--- config.mk ---
export PLATFORM = sky130hd
export DESIGN_NAME = imem_responder_flat
export DESIGN_NICKNAME = d
export VERILOG_FILES = /design/src/rtl/imem_responder_pkg.sv /design/src/rtl/imem_responder_if.sv /design/src/rtl/imem_responder_sync_fifo.sv /design/src/rtl/imem_responder.sv /design/src/flat_wrapper.sv
export SDC_FILE = /design/constraint.sdc
export NUM_CORES = 1
export LEC_CHECK = 0
export ABC_AREA = 1
export BUFFER_PORTS_ARGS = -buffer_cell sky130_fd_sc_hd__clkbuf_2
export CAP_MARGIN = 5
export CELL_PAD_IN_SITES_DETAIL_PLACEMENT = 2
export CELL_PAD_IN_SITES_GLOBAL_PLACEMENT = 2
export CORE_MARGIN = 4
export CORE_UTILIZATION = 37
export DETAILED_ROUTE_END_ITERATION = 8
export GPL_TIMING_DRIVEN = 0
export PLACE_DENSITY_LB_ADDON = 0.1
export REMOVE_ABC_BUFFERS = 1
export SLEW_MARGIN = 20
export SYNTH_ARGS = -nofsm -noshare
export SYNTH_HDL_FRONTEND = slang
export SYNTH_SLANG_ARGS = --single-unit
--- constraint.sdc ---
create_clock -name clk -period 5.8 [get_ports clk]
set_clock_uncertainty 0.1 [all_clocks]
set_input_delay 0.29 -clock clk [delete_from_list [all_inputs] [get_ports clk]]
set_output_delay 0.29 -clock clk [all_outputs]
set_load 0.01 [all_outputs]
--- src/rtl/imem_responder_pkg.sv ---
// Shared types and constants for the pipelined instruction-memory responder.
package imem_responder_pkg;

  localparam int          IMEM_XLEN = 32;
  localparam logic [31:0] NOP_INSTR = 32'h0000_0013;

  typedef struct packed {
    logic [31:0]          instr;
    logic [IMEM_XLEN-1:2] addr;
    logic                 err;
  } imem_rsp_t;

  localparam imem_rsp_t RSP_IDLE = '{instr: NOP_INSTR, addr: '0, err: 1'b0};

  // Built-in program image: word k holds 32'h1000_0000 + k.
  function automatic logic [31:0] imem_image(logic [31:0] idx);
    return 32'h1000_0000 + idx;
  endfunction

endpackage

--- src/rtl/imem_responder_if.sv ---
// Fetch request / response handshake bundle between IF stage and the responder.
interface imem_responder_if;
  import imem_responder_pkg::*;

  logic                 req_valid;
  logic                 req_ready;
  logic [IMEM_XLEN-3:0] req_addr;
  logic                 flush;
  logic                 rsp_valid;
  logic                 rsp_ready;
  imem_rsp_t            rsp;

  modport master (output req_valid, req_addr, flush, rsp_ready,
                  input  req_ready, rsp_valid, rsp);
  modport slave  (input  req_valid, req_addr, flush, rsp_ready,
                  output req_ready, rsp_valid, rsp);
endinterface

--- src/rtl/imem_responder_sync_fifo.sv ---
// Small synchronous FIFO with wrap-around pointers, occupancy count and flush.
module sync_fifo
  import imem_responder_pkg::*;
#(
  parameter type T     = imem_rsp_t,
  parameter int  DEPTH = 3
) (
  input  logic clk,
  input  logic reset,
  input  logic push,
  input  T     push_data,
  input  logic pop,
  input  logic flush,
  output T     pop_data,
  output logic full,
  output logic empty
);
  localparam int PW = (DEPTH > 1) ? $clog2(DEPTH) : 1;
  localparam int CW = $clog2(DEPTH + 1);

  T              mem_q [DEPTH];
  logic [PW-1:0] wr_ptr_q, wr_ptr_d, rd_ptr_q, rd_ptr_d;
  logic [CW-1:0] count_q, count_d;
  logic          do_push, do_pop;

  // DEPTH need not be a power of two, so pointers wrap explicitly.
  function automatic logic [PW-1:0] wrap_inc(logic [PW-1:0] p);
    return (p == PW'(DEPTH - 1)) ? '0 : p + PW'(1);
  endfunction

  always_comb begin
    do_push  = push && !flush;
    do_pop   = pop && !empty && !flush;
    wr_ptr_d = wr_ptr_q;
    rd_ptr_d = rd_ptr_q;
    count_d  = count_q;
    if (flush) begin
      wr_ptr_d = '0;
      rd_ptr_d = '0;
      count_d  = '0;
    end else begin
      if (do_push) wr_ptr_d = wrap_inc(wr_ptr_q);
      if (do_pop)  rd_ptr_d = wrap_inc(rd_ptr_q);
      count_d = count_q + CW'(do_push) - CW'(do_pop);
    end
  end

  always_ff @(posedge clk) begin
    if (reset) begin
      wr_ptr_q <= '0;
      rd_ptr_q <= '0;
      count_q  <= '0;
    end else begin
      wr_ptr_q <= wr_ptr_d;
      rd_ptr_q <= rd_ptr_d;
      count_q  <= count_d;
    end
  end

  always_ff @(posedge clk) begin
    if (do_push) mem_q[wr_ptr_q] <= push_data;
  end

  assign pop_data = mem_q[rd_ptr_q];
  assign full     = (count_q == CW'(DEPTH));
  assign empty    = (count_q == '0);

endmodule

--- src/rtl/imem_responder.sv ---
// Pipelined instruction ROM: fixed-latency pipe feeding a credit-sized response FIFO.
module imem_responder
  import imem_responder_pkg::*;
#(
  parameter int XLEN    = 32,
  parameter int DEPTH   = 1024,
  parameter int LATENCY = 2
) (
  input  logic             clk,
  input  logic             reset,
  imem_responder_if.slave  bus
);
  localparam int FDEPTH = LATENCY + 1;
  localparam int CW     = $clog2(FDEPTH + 1);
  localparam int AW     = XLEN - 2;
  localparam int IW     = $clog2(DEPTH);

  logic [AW-1:0] req_addr;
  logic          accept, pop, in_range;
  logic          push;
  imem_rsp_t     push_data, s0_rsp, head;
  logic          fifo_full, fifo_empty;
  logic [CW-1:0] credits_q, credits_d;

  assign req_addr      = bus.req_addr;
  assign bus.req_ready = (credits_q != '0) && !bus.flush;
  assign accept        = bus.req_valid && bus.req_ready;
  assign pop           = !fifo_empty && bus.rsp_ready;

  // Stage 0: ROM lookup happens in the accept cycle.
  always_comb begin
    s0_rsp       = RSP_IDLE;
    in_range     = req_addr < AW'(DEPTH);
    s0_rsp.addr  = req_addr;
    s0_rsp.err   = !in_range;
    s0_rsp.instr = in_range ? imem_image(32'(req_addr[IW-1:0])) : NOP_INSTR;
  end

  if (LATENCY == 1) begin : g_lat1
    assign push      = accept;
    assign push_data = s0_rsp;
  end else begin : g_pipe
    localparam int NS = LATENCY - 1;
    logic [NS-1:0] vld_pipe_d, vld_pipe_q;
    imem_rsp_t     stage_d [NS];
    imem_rsp_t     stage_q [NS];

    always_comb begin
      vld_pipe_d    = '0;
      vld_pipe_d[0] = accept;
      stage_d[0]    = s0_rsp;
      for (int j = 1; j < NS; j++) begin
        vld_pipe_d[j] = vld_pipe_q[j-1];
        stage_d[j]    = stage_q[j-1];
      end
      if (bus.flush) vld_pipe_d = '0;
    end

    always_ff @(posedge clk) begin
      if (reset) vld_pipe_q <= '0;
      else       vld_pipe_q <= vld_pipe_d;
      stage_q <= stage_d;
    end

    assign push      = vld_pipe_q[NS-1];
    assign push_data = stage_q[NS-1];
  end

  // Credits track free FIFO slots not already claimed by in-flight requests.
  always_comb begin
    credits_d = credits_q;
    if (bus.flush) credits_d = CW'(FDEPTH);
    else           credits_d = credits_q - CW'(accept) + CW'(pop);
  end

  always_ff @(posedge clk) begin
    if (reset) credits_q <= CW'(FDEPTH);
    else       credits_q <= credits_d;
  end

  sync_fifo #(.T(imem_rsp_t), .DEPTH(FDEPTH)) u_fifo (
    .clk       (clk),
    .reset     (reset),
    .push      (push),
    .push_data (push_data),
    .pop       (pop),
    .flush     (bus.flush),
    .pop_data  (head),
    .full      (fifo_full),
    .empty     (fifo_empty)
  );

  assign bus.rsp_valid = !fifo_empty;
  assign bus.rsp       = fifo_empty ? RSP_IDLE : head;

  a_credit_bound: assert property (@(posedge clk) disable iff (reset) credits_q <= CW'(FDEPTH));
  a_no_overflow:  assert property (@(posedge clk) disable iff (reset) !(push && fifo_full));

endmodule

--- src/flat_wrapper.sv ---
// flat-port wrapper written by rule: the top's interface ports become plain ports
module imem_responder_flat import imem_responder_pkg::*;
#(
  parameter int XLEN    = 32,
  parameter int DEPTH   = 1024,
  parameter int LATENCY = 2
)
  (clk, reset, bus_req_valid, bus_req_addr, bus_flush, bus_rsp_ready, bus_req_ready, bus_rsp_valid, bus_rsp);
  imem_responder_if bus_i ();
  input  logic clk;
  input  logic reset;
  input wire logic [$bits(bus_i.req_valid)-1:0] bus_req_valid;
  input wire logic [$bits(bus_i.req_addr)-1:0] bus_req_addr;
  input wire logic [$bits(bus_i.flush)-1:0] bus_flush;
  input wire logic [$bits(bus_i.rsp_ready)-1:0] bus_rsp_ready;
  output wire logic [$bits(bus_i.req_ready)-1:0] bus_req_ready;
  output wire logic [$bits(bus_i.rsp_valid)-1:0] bus_rsp_valid;
  output wire logic [$bits(bus_i.rsp)-1:0] bus_rsp;
  assign bus_i.req_valid = bus_req_valid;
  assign bus_i.req_addr = bus_req_addr;
  assign bus_i.flush = bus_flush;
  assign bus_i.rsp_ready = bus_rsp_ready;
  assign bus_req_ready = bus_i.req_ready;
  assign bus_rsp_valid = bus_i.rsp_valid;
  assign bus_rsp = bus_i.rsp;
  imem_responder #(.XLEN(XLEN), .DEPTH(DEPTH), .LATENCY(LATENCY)) u_core (.clk(clk), .reset(reset), .bus(bus_i));
endmodule
==> results by group, run 1 <==
Logic synthesis
  • Ys flop type: edfxtp_1
  • Share of the synthesized area in the top cell type: 55.42%
  • Most common cell in the netlist: edfxtp_1
  • Synth top area cells: edfxtp_1 (55%), dfxtp_1 (16%), inv_1 (5.9%)
  • Mapped Cells: between 600 and 700
  • Synth cell count leaders: edfxtp_1 (126), inv_1 (107), nor2_1 (92)
  • Seq/Total Area, Yosys: a little under three quarters
  • #FFs+latches synth: 179
  • Distinct cell type count of the synthesized netlist: 26
  • Yosys warns: 0
  • Post-synth EDFFs: approximately 130
  • Area leader, netlist: edfxtp_1
  • Ys async rst share: 0%
  • Post-synthesis cell area: around 6800 sq um
  • Mean area per synthesized cell: between 10 and 15 sq um

GRT
  • Total gr overflow: 0
  • Largest net degree at the start of global routing: 49
  • All-Layer GR Usage: about 17%
  • Number of global-route vias before repair: roughly 5,000
  • First-pass GRT wire length: 25.99 mm
  • Initial antenna violation count: 0

Detailed routing
  • DRT met1 WL: between 6 and 7 mm
  • WL met2: between 8 and 9 mm
  • Wire per inst: roughly 17 um
  • Met3 wire length: approximately 450 um
  • TritonRoute pass-1 iters: 7
  • Post-route DRC: 0
  • Routed vias: approximately 4,500
  • Final wirelength: around 17 mm
  • Top sig layer: met4
  • First DRT Iteration DRCs: between 200 and 250
  • Detail Route Antenna Nets: 0
  • Routed vias/inst: roughly 4.7

Clocking
  • PostCTS Resize Cnt: 0
  • Post-CTS Setup Repair Bufs: 0
  • TritonCTS Buffers: 17
  • CTS clk-pin slew, worst paths: 0.06 ns
  • Skew-Pair Late Insertion Delay: approximately 0.43 ns
  • Root Buffer: clkbuf_16
  • Htree depth: 4
  • Clock sink count: 179
  • Hold Buf Count CTS: 32
  • Clk buf depth: 2
  • CTS tree: built

Cells and area
  • Fin cells: 961
  • Core Util, Final: 46.10%
  • # diodes: 0
  • Area delta synth->final: 22.12%
  • Fin nets: 758
  • Fill count: approximately 1,800
  • Share of layout cells above drive strength 1: roughly a fifth

Job
  • MaxCap Viol Count: 0

Floorplanning
  • Die area: ~21,000 sq um
  • CORE AREA: between 15,000 and 20,000 sq um
  • Die Y: between 100 and 150 um
  • Initial Utilization: between 30% and 40%
  • Rows: 49
  • DIE WIDTH: 143.8 um
  • # IOs: 100

Timing
  • RSZ-0062 raised after global routing: false
  • # setup viols final: 0
  • Tcrit/Tclk final: around 46%
  • Fin. Hold Viols: 0
  • Max Slew Vio Count: 0
  • Slew headroom: between 40% and 50%
  • Fmax: 378.5 MHz
  • Slew @ Worst Pin: 0.7494 ns
  • Minimum clock period: roughly 2.6 ns

Worst setup path
  • WS Path Type: reg2out
  • CP max FO: 46
  • Worst reg-to-reg setup slack: 3.36 ns
  • Crit path top cell by count: nor2_1
  • CP endpoint kind: output port
  • CP bufs+invs: 3
  • Largest stage delay, worst path: roughly 0.76 ns
  • CP cell instances: inv_4, nor2_1, nor2_1, o21ai_0, inv_1, clkbuf_2
  • CP delay by family, top: flip-flops
  • Critical Path Slowest Stage Cell: dfxtp_4
  • R2R Path End: u_core.u_fifo.count_q[1]
  • Path depth of the worst reg2reg path: 11
  • Req. time, crit path: around 5.4 ns
  • RR Startpoint: u_core.u_fifo.count_q[1]
  • Startpoint Class: flop
  • Arr. time, crit path: around 2.3 ns

Power
  • Pleak: ~3.7 nW
  • PD cells: approximately 320 nW/um^2
  • Max IR drop VDD: roughly 0.22 mV

Hold path
  • Hold path cells: 3
  • Min-Delay Endpoint: u_core.credits_q[1]
  • Hold Startpoint: bus_flush
  • Type of the worst min-delay path: in2reg

Run status
  • Status: complete, no violations

Placement
  • DP Wirelength: around 10 mm
  • RePlAce Congestion: around 0.65
  • PortBufs: just under 80
  • Inst Count DP: 897
-- logic make-up after synthesis --
group | share of synthesized area, %
flip-flops | 70.95
other | 0.05492
buffers and inverters | 10.34
XOR/XNOR | 0.2566
AO/OA/AOI/OAI | 6.744
adder cells (fa/ha/maj) | 0.7330
AND/OR/NAND/NOR | 10.92
-- layout make-up --
type | count | area (sq um) | area share, %
flip-flops and latches | 179 | 4852 | 58.19
multi-input cells | 294 | 1358 | 16.28
repair buffers | 119 | 807.0 | 9.679
clock buffers | 23 | 531.8 | 6.378
inverters | 108 | 412.9 | 4.952
well taps | 229 | 286.5 | 3.436
clock inverters | 9 | 90.09 | 1.080
-- sequential cells by signal, indices dropped and copies added, names as in the netlist, named ones only --
name	flops
u_core.u_fifo.rd_ptr_q	2
u_core.credits_q	2
u_core.u_fifo.count_q	2
u_core.g_pipe.stage_q	42
u_core.u_fifo.mem_q	126
u_core.g_pipe.vld_pipe_q	1
u_core.u_fifo.wr_ptr_q	2
-- stage by stage --
step	setup slack (ns)	total power, mW	setup TNS (ns)	hold WS, ns	area, sq um
after floorplan	1.779	1.447	0	0.2177	6605
after global placement	-1.072	1.477	-44.90	0.3088	7282
after detailed placement	3.323	1.482	0	0.3102	7396
after CTS	3.066	2.682	0	0.1012	8338
after global routing	2.942	2.739	0	0.1420	8338
final	3.158	2.647	0	0.1219	8338
-- worst register-to-register path, cell delays in order (launching register included) --
cell     delay (ns)
dfxtp_1        0.35
nor2_4         0.61
nor2_1         0.16
inv_1          0.18
nor2_1         0.07
ha_1           0.26
inv_1          0.06
ha_1           0.15
xor2_1         0.21
nand2_1        0.08
nand2_1        0.06
nor2_1         0.04
-- cell usage in the layout (no fill, tap or decap), drive strengths merged --
| cell | synthesis | final |
|---|---|---|
| clkbuf | 6 | 101 |
| inv | 108 | 109 |
| and2 | 1 | 1 |
| dfxtp | 53 | 53 |
| a21oi | 6 | 6 |
| o21ai | 86 | 86 |
| nor2 | 112 | 112 |
| nor3 | 1 | 1 |
| ha | 4 | 4 |
| xor2 | 1 | 1 |
| nand2 | 52 | 52 |
| clkinv | 0 | 2 |
| dlygate4sd3 | 0 | 32 |
| edfxtp | 126 | 126 |
| bufinv | 0 | 1 |
| or2 | 2 | 2 |
| xnor2 | 1 | 1 |
| conb | 1 | 21 |
| nand4 | 3 | 3 |
| nand3 | 4 | 4 |
| clkinvlp | 0 | 5 |
| buf | 37 | 9 |
-- how the worst max path moves through the flow --
stage	startpoint	endpoint	depth (start not counted)
after global placement	bus_flush	u_core.u_fifo.mem_q[2][24]	4
after global routing	flop	bus_rsp[59]	6
final	flop	bus_rsp[59]	6
after CTS	flop	bus_rsp[59]	6
after floorplan	u_core.g_pipe.vld_pipe_q	u_core.u_fifo.mem_q[2][0]	4
after detailed placement	u_core.u_fifo.count_q[1]	u_core.u_fifo.count_q[1]	11
-- report_power, final --
part | internal [mW] | switching [mW]
logic | 0.0356 | 0.0444
registers | 1.38 | 0.0112
clock network | 0.693 | 0.484
-- layer usage --
layer	GRT usage, %	vias to the layer above
li1	-	2131
met3	2.928	23
met1	18.53	2259
met2	31.60	82
met5	0	-
met4	5.897	0
Power figures use the tool's default switching activity.
==> run 2: changes to the inputs <==
Settings changed: ABC_AREA 1 to 0, CORE_UTILIZATION 37 to 40.
Clock period 5.8 ns to 2.7 ns, I/O delays scaled along.
==> run 2 against run 1 <==
Net effect:
- wire length down 8.5%
- final cell count decreased by 20%
- total power rose by 120%
- synthesized area shrank 4.0%
- clock-buffer cell count decreased by 4
- first-iteration DRC count down 29%
- worst setup slack got worse by 2.8 ns
- combinational power grew 120%
- global-route usage grew 0.41 points
- synthesized cell count fell by 33%
==> results by group, run 2 <==
Cells and area
  • Area delta synth->final: 25.38%
  • Max reg flops: 126 (unchanged)
  • Top reg by flops: u_core.u_fifo.mem_q
  • # diodes: 0 (unchanged)
  • Commonest cells after routing, fill and taps aside: edfxtp_1 (126), clkbuf_2 (78), dfxtp_1 (51), nor2_1 (44)
  • Fill count: 1,533 (-16%)
  • Largest registers: u_core.u_fifo.mem_q: 126 flops, u_core.g_pipe.stage_q: 42 flops
  • Footprint of the multi-input gates: 1564 sq um (+15%)
  • Commonest non-fill, non-tap cell in the layout: edfxtp_1
  • Sequential cell area: 4852 sq um (unchanged)
  • Fin nets: 577 (-24%)
  • Share of layout cells above drive strength 1: 32.30% (+12 points)
  • Core Util, Final: 51.38% (+5.3 points)

Floorplanning
  • Die area: 18,510 sq um (-11%)
  • Die Y: 136.0 um (-5.4%)
  • CORE AREA: 16,000 sq um (-12%)
  • DIE WIDTH: 136.0 um (-5.4%)
  • # IOs: 100 (unchanged)
  • Initial Utilization: 40.98% (+3.2 points)
  • Rows: 46 (-6.1%)

Timing
  • Tcrit/Tclk final: around nine tenths
  • # setup viols final: 0 (unchanged)
  • Slew headroom: 46.78% (-3.1 points)
  • WHS: 0.08484 ns (-0.03704 ns)
  • RSZ-0062 raised after global routing: false
  • Fin. Hold Viols: 0 (unchanged)
  • Max Slew Vio Count: 0 (unchanged)
  • Minimum clock period: 2.381 ns
  • Fmax: about 420 MHz
  • Setup TNS: 0 ns (unchanged)
  • Slew @ Worst Pin: 0.7948 ns (+0.04549 ns)

GRT
  • Largest net degree at the start of global routing: 43 (-12%)
  • Total gr overflow: 0 (unchanged)
  • Initial antenna violation count: 0 (unchanged)
  • First-pass GRT wire length: 23.23 mm (-11%)
  • Number of global-route vias before repair: 4,255 (-16%)
  • All-Layer GR Usage: 17.05% (+0.41 points)

Detailed routing
  • Routed vias: 3,685 (-18%)
  • Detail Route Antenna Nets: 0 (unchanged)
  • First DRT Iteration DRCs: 156 (-29%)
  • Post-route DRC: 0 (unchanged)
  • Routed vias/inst: 4.804 (+2.7%)
  • Final wirelength: 15.13 mm (-8.5%)
  • TritonRoute pass-1 iters: 4 (-3)
  • Wire per inst: 19.73 um (+15%)

Worst setup path
  • Arr. time, crit path: 2.58 ns (+0.33 ns)
  • Critical Path Slowest Stage Cell: nand4_1
  • R2R Path End: u_core.u_fifo.mem_q[2][20]
  • CP endpoint kind: flop
  • Path depth of the worst reg2reg path: 4 (-7)
  • Worst reg-to-reg setup slack: 0.52 ns (-2.84 ns)
  • WS Path Type: in2reg
  • CP cell instances: dlygate4sd3_1, clkbuf_2, nor4_1, nand4_1, or3_1
  • Startpoint Class: input pin
  • Req. time, crit path: 2.90 ns (-2.51 ns)
  • CP max FO: 12 (-74%)
  • Largest stage delay, worst path: 0.70 ns (-0.06 ns)
  • RR Startpoint: u_core.g_pipe.vld_pipe_q

Placement
  • PortBufs: 78 (unchanged)
  • DP Wirelength: 9.921 mm (-3.8%)
  • RePlAce Congestion: 0.6593 (+1.2%)

Clocking
  • CTS tree: built
  • Hold Buf Count CTS: 33 (+3.1%)
  • PostCTS Resize Cnt: 0 (unchanged)
  • Clock sink count: 179 (unchanged)
  • Htree depth: 4 (unchanged)
  • Root Buffer: clkbuf_16
  • Skew-Pair Late Insertion Delay: 0.42 ns (about the same)
  • Post-CTS Setup Repair Bufs: 0 (unchanged)
  • TritonCTS Buffers: 17 (unchanged)
  • CTS clk-pin slew, worst paths: 0.06 ns (about the same)
  • Clk buf depth: 2 (unchanged)

Power
  • Max IR drop VDD: 0.4827 mV (+120%)
  • PD cells: 699.1 nW/um^2 (+120%)
  • Pleak: 2.845 nW (-22%)
  • Total power draw: 5.748 mW (+120%)

Logic synthesis
  • Seq/Total Area, Yosys: 73.88% (+2.9 points)
  • Most common cell in the netlist: edfxtp_1
  • Mapped Cells: 407 (-33%)
  • Distinct cell type count of the synthesized netlist: 30 (+15%)
  • Ys flop type: edfxtp_1
  • Ys async rst share: 0% (unchanged)
  • Share of the synthesized area in the top cell type: 57.70% (+2.3 points)
  • Synth cell count leaders: edfxtp_1 (126), dfxtp_1 (53), nor2_1 (45)
  • Post-synthesis cell area: 6558 sq um (-4.0%)
  • Yosys warns: 0 (unchanged)
  • Mean area per synthesized cell: 16.11 sq um (+43%)
  • Area leader, netlist: edfxtp_1
  • Synth top area cells: edfxtp_1 (58%), dfxtp_1 (16%), mux2_2 (7.4%)
  • #FFs+latches synth: 179 (unchanged)
  • Post-synth EDFFs: 126 (unchanged)

Run status
  • Status: complete, no violations

Job
  • MaxCap Viol Count: 0 (unchanged)

Hold path
  • Hold path cells: 4 (+1)
  • Hold Startpoint: bus_rsp_ready
  • Type of the worst min-delay path: in2reg
-- run 2: changes by cell type after synthesis, sizes merged, moves of 5 or more --
cell    change
mux2i      +43
inv       -105
or3         +5
mux2       +43
nor2       -67
o21ai      -85
nor3        +9
nand2      -45
a21oi       -6
nand3b      +7
buf         -7
-- run 2: kinds of logic (layout without fill, tap and decap cells) --
| kind of cell | Yosys count | in the layout | synth area share (%) |
|---|---|---|---|
| DFF | 179 | 179 | 73.88 |
| and+or+nand+nor | 89 | 89 | 6.602 |
| muxes | 86 | 86 | 13.95 |
| buffers and inverters | 40 | 164 | 3.759 |
| adders and majority gates | 4 | 4 | 0.7632 |
| AOI/OAI and AO/OA | 4 | 4 | 0.4578 |
| xor gates and xnor gates | 4 | 4 | 0.5343 |
| other | 1 | 21 | 0.05719 |
-- run 2: worst max-delay path by stage --
| stage | startpoint | cells past startpoint | endpoint | slack [ns] |
|---|---|---|---|---|
| after global routing | bus_req_addr[13] | 5 | u_core.g_pipe.stage_q[31] | 0.15 |
| final | bus_req_addr[13] | 5 | u_core.g_pipe.stage_q[32] | 0.32 |
| after floorplan | u_core.g_pipe.vld_pipe_q | 2 | u_core.u_fifo.mem_q[1][0] | -1.51 |
| after detailed placement | bus_req_addr[26] | 4 | u_core.g_pipe.stage_q[31] | 0.34 |
| after global placement | bus_flush | 3 | u_core.u_fifo.mem_q[2][29] | -4.29 |
| after CTS | bus_req_addr[26] | 5 | u_core.g_pipe.stage_q[32] | 0.17 |
-- run 2: critical path, delay by kind of cell --
| kind | cells | cell delay (ns) |
|---|---|---|
| simple gates | 3 | 1.77 |
| buf+inv | 2 | 0.67 |
-- run 2: layout make-up --
class,instances,area share [%]
Inverter,3,0.1370
Timing Repair Buffer,129,11.03
Clock inverter,13,2.237
Sequential cell,179,59.02
Multi-Input combinational cell,208,19.02
Tap cell,216,3.287
Clock buffer,19,5.266
-- run 2: routing by layer --
layer	part of all wire [%]	track usage [%]
met1	40	18.88
met3	3.1	3.405
met5	0	0
met4	1.2	5.711
met2	55	32.39
-- run 2: per-stage QoR --
| stage | setup slack, ns | instance area (sq um) | instances |
|---|---|---|---|
| after floorplan | -1.510 | 6397 | 390 |
| after global placement | -4.293 | 7058 | 684 |
| after detailed placement | 0.3428 | 7274 | 702 |
| after CTS | 0.1737 | 8222 | 767 |
| after global routing | 0.1468 | 8222 | 767 |
| final | 0.3191 | 8222 | 767 |
-- run 2: power by group --
group	switching (mW)	total (mW)	internal [mW]
Sequential	0.0259	2.99	2.96
Combinational	0.0876	0.173	0.0852
Clock	1.04	2.59	1.55
==> run 3: changes to the inputs <==
Settings changed: BUFFER_PORTS_ARGS -buffer_cell sky130_fd_sc_hd__clkbuf_2 to -buffer_cell sky130_fd_sc_hd__buf_2.
==> run 3 against run 2 <==
Net effect:
- global-route usage decreased by 0.083 points
- sequential share of layout area shrank 0.13 points
- non-clock buffer count increased by 2
- clock power down 5%
- via count is 1.4% lower
- maximum frequency increased by 1.4%
- die area unchanged
- register-to-register slack about the same
- utilization grew 0.12 points
- worst setup slack improved by 0.032 ns
- total power decreased by 2.0%
- flip-flop and latch count stayed put
- highest routed layer unchanged
==> results by group, run 3 (synthesis gave the netlist of run 2 again) <==
Run status
  • Status: complete, no violations

Timing
  • Slew headroom: 43.33% (-3.5 points)
  • Max Slew Vio Count: 0 (unchanged)
  • Slew @ Worst Pin: 0.8464 ns (+0.05153 ns)
  • Minimum clock period: 2.349 ns (-0.03226 ns)
  • # setup viols final: 0 (unchanged)
  • Tcrit/Tclk final: 86.99% (-1.2 points)
  • Fin. Hold Viols: 0 (unchanged)
  • Fmax: 425.8 MHz (+1.4%)
  • RSZ-0062 raised after global routing: false

Detailed routing
  • Routed vias: 3,633 (-1.4%)
  • Detail Route Antenna Nets: 0 (unchanged)
  • TritonRoute pass-1 iters: 4 (unchanged)
  • Final wirelength: 14.76 mm (-2.5%)
  • Met3 wire length: 581 um (+25%)
  • First DRT Iteration DRCs: 187 (+20%)
  • DRT met1 WL: 5.848 mm (-4.3%)
  • Top sig layer: met4
  • WL met2: 8.145 mm (-2.8%)
  • Wire per inst: 19.19 um (-2.7%)
  • Post-route DRC: 0 (unchanged)
  • Routed vias/inst: 4.724 (-1.7%)

Cells and area
  • Commonest non-fill, non-tap cell in the layout: edfxtp_1
  • Area delta synth->final: 25.66%
  • Share of layout cells above drive strength 1: 33.09% (+0.79 points)
  • Fill count: 1,528 (-0.33%)
  • Largest registers: u_core.u_fifo.mem_q: 126 flops, u_core.g_pipe.stage_q: 42 flops
  • Fin nets: 579 (+0.35%)
  • Footprint of the multi-input gates: 1564 sq um (unchanged)
  • Design area: 8240 sq um (+0.23%)
  • Max reg flops: 126 (unchanged)
  • Top reg by flops: u_core.u_fifo.mem_q
  • Core Util, Final: 51.50% (+0.12 points)
  • # diodes: 0 (unchanged)
  • Commonest cells after routing, fill and taps aside: edfxtp_1 (126), buf_2 (78), dfxtp_1 (51), nor2_1 (44)
  • Sequential cell area: 4852 sq um (unchanged)

GRT
  • Largest net degree at the start of global routing: 43 (unchanged)
  • Total gr overflow: 0 (unchanged)
  • Number of global-route vias before repair: 4,214 (-0.96%)
  • All-Layer GR Usage: 16.97% (-0.083 points)
  • First-pass GRT wire length: 23.04 mm (-0.83%)
  • Initial antenna violation count: 0 (unchanged)

Clocking
  • TritonCTS Buffers: 17 (unchanged)
  • Root Buffer: clkbuf_16
  • PostCTS Resize Cnt: 0 (unchanged)
  • Clk buf depth: 2 (unchanged)
  • Skew-Pair Late Insertion Delay: 0.43 ns (about the same)
  • Htree depth: 4 (unchanged)
  • Clock sink count: 179 (unchanged)
  • Hold Buf Count CTS: 33 (unchanged)
  • Post-CTS Setup Repair Bufs: 0 (unchanged)
  • CTS tree: built
  • CTS clk-pin slew, worst paths: 0.06 ns (about the same)

Floorplanning
  • Die Y: 136.0 um (unchanged)
  • Die area: 18,510 sq um (unchanged)
  • DIE WIDTH: 136.0 um (unchanged)
  • Initial Utilization: 40.98% (unchanged)
  • CORE AREA: 16,000 sq um (unchanged)
  • Rows: 46 (unchanged)
  • # IOs: 100 (unchanged)

Placement
  • PortBufs: 78 (unchanged)
  • RePlAce Congestion: 0.6659 (+1.0%)
  • DP Wirelength: 9.831 mm (-0.91%)
  • Placement Cell Area: 7313 sq um (+0.53%)

Power
  • PD cells: 683.2 nW/um^2 (-2.3%)
  • Max IR drop VDD: 0.4483 mV (-7.1%)
  • Pleak: 2.887 nW (+1.5%)

Job
  • MaxCap Viol Count: 0 (unchanged)

Worst setup path
  • CP endpoint kind: output port
  • Req. time, crit path: 2.47 ns (-0.43 ns)
  • WS Path Type: reg2out
  • CP max FO: 42 (+30)
  • Startpoint Class: flop
  • Arr. time, crit path: 2.11 ns (-0.47 ns)

Hold path
  • Type of the worst min-delay path: in2reg
[run 3: critical path, cell delays in order, from the launching register on]
cell and delay (ns):
dfxtp_4 0.77, mux2_2 0.42, mux2i_1 0.22, nor2_1 0.09, buf_2 0.16
[run 3: final timing paths]
path	from	endpoint	slack, ns	depth (start not counted)
hold reg to reg	u_core.g_pipe.stage_q[31]	u_core.u_fifo.mem_q[2][31]	0.36	0
setup reg to reg	u_core.g_pipe.vld_pipe_q	u_core.u_fifo.mem_q[1][10]	0.52	4
setup / recovery	flop	bus_rsp[24]	0.35	4
hold / removal	bus_rsp_ready	flop	0.07	4
[run 3: area by class of cell]
cell class	instances	share of cell area, %
timing repair buffer	131	11.48
tap	216	3.280
clock buffer	20	5.664
inverter	3	0.1367
sequential	179	58.88
clock inverter	12	1.579
multi-input combinational	208	18.98
[run 3: report_power, final]
part           leakage (nW)  internal (mW)  total (mW)  switching (mW)
Sequential             1.49           2.96        2.99          0.0244
Combinational          1.12         0.0879       0.175          0.0872
Clock                 0.280           1.43        2.47            1.03
[run 3: stage by stage]
step,std cells,power (mW),setup WS (ns),hold slack [ns],setup TNS (ns)
CTS,769,5.679,0.2191,0.06019,0
finish,769,5.630,0.3514,0.07331,0
global placement,684,3.174,-4.299,0.1516,-562.04
detailed placement,704,3.187,0.3518,0.1534,0
global route,769,5.827,0.1641,0.1239,0
floorplan,390,3.107,-1.510,0.06272,-178.47
[run 3: metal layers]
metal	track usage, %	vias up
met5	0	-
met4	5.319	0
met3	4.256	13
met2	32.11	88
met1	18.49	1825
li1	-	1707
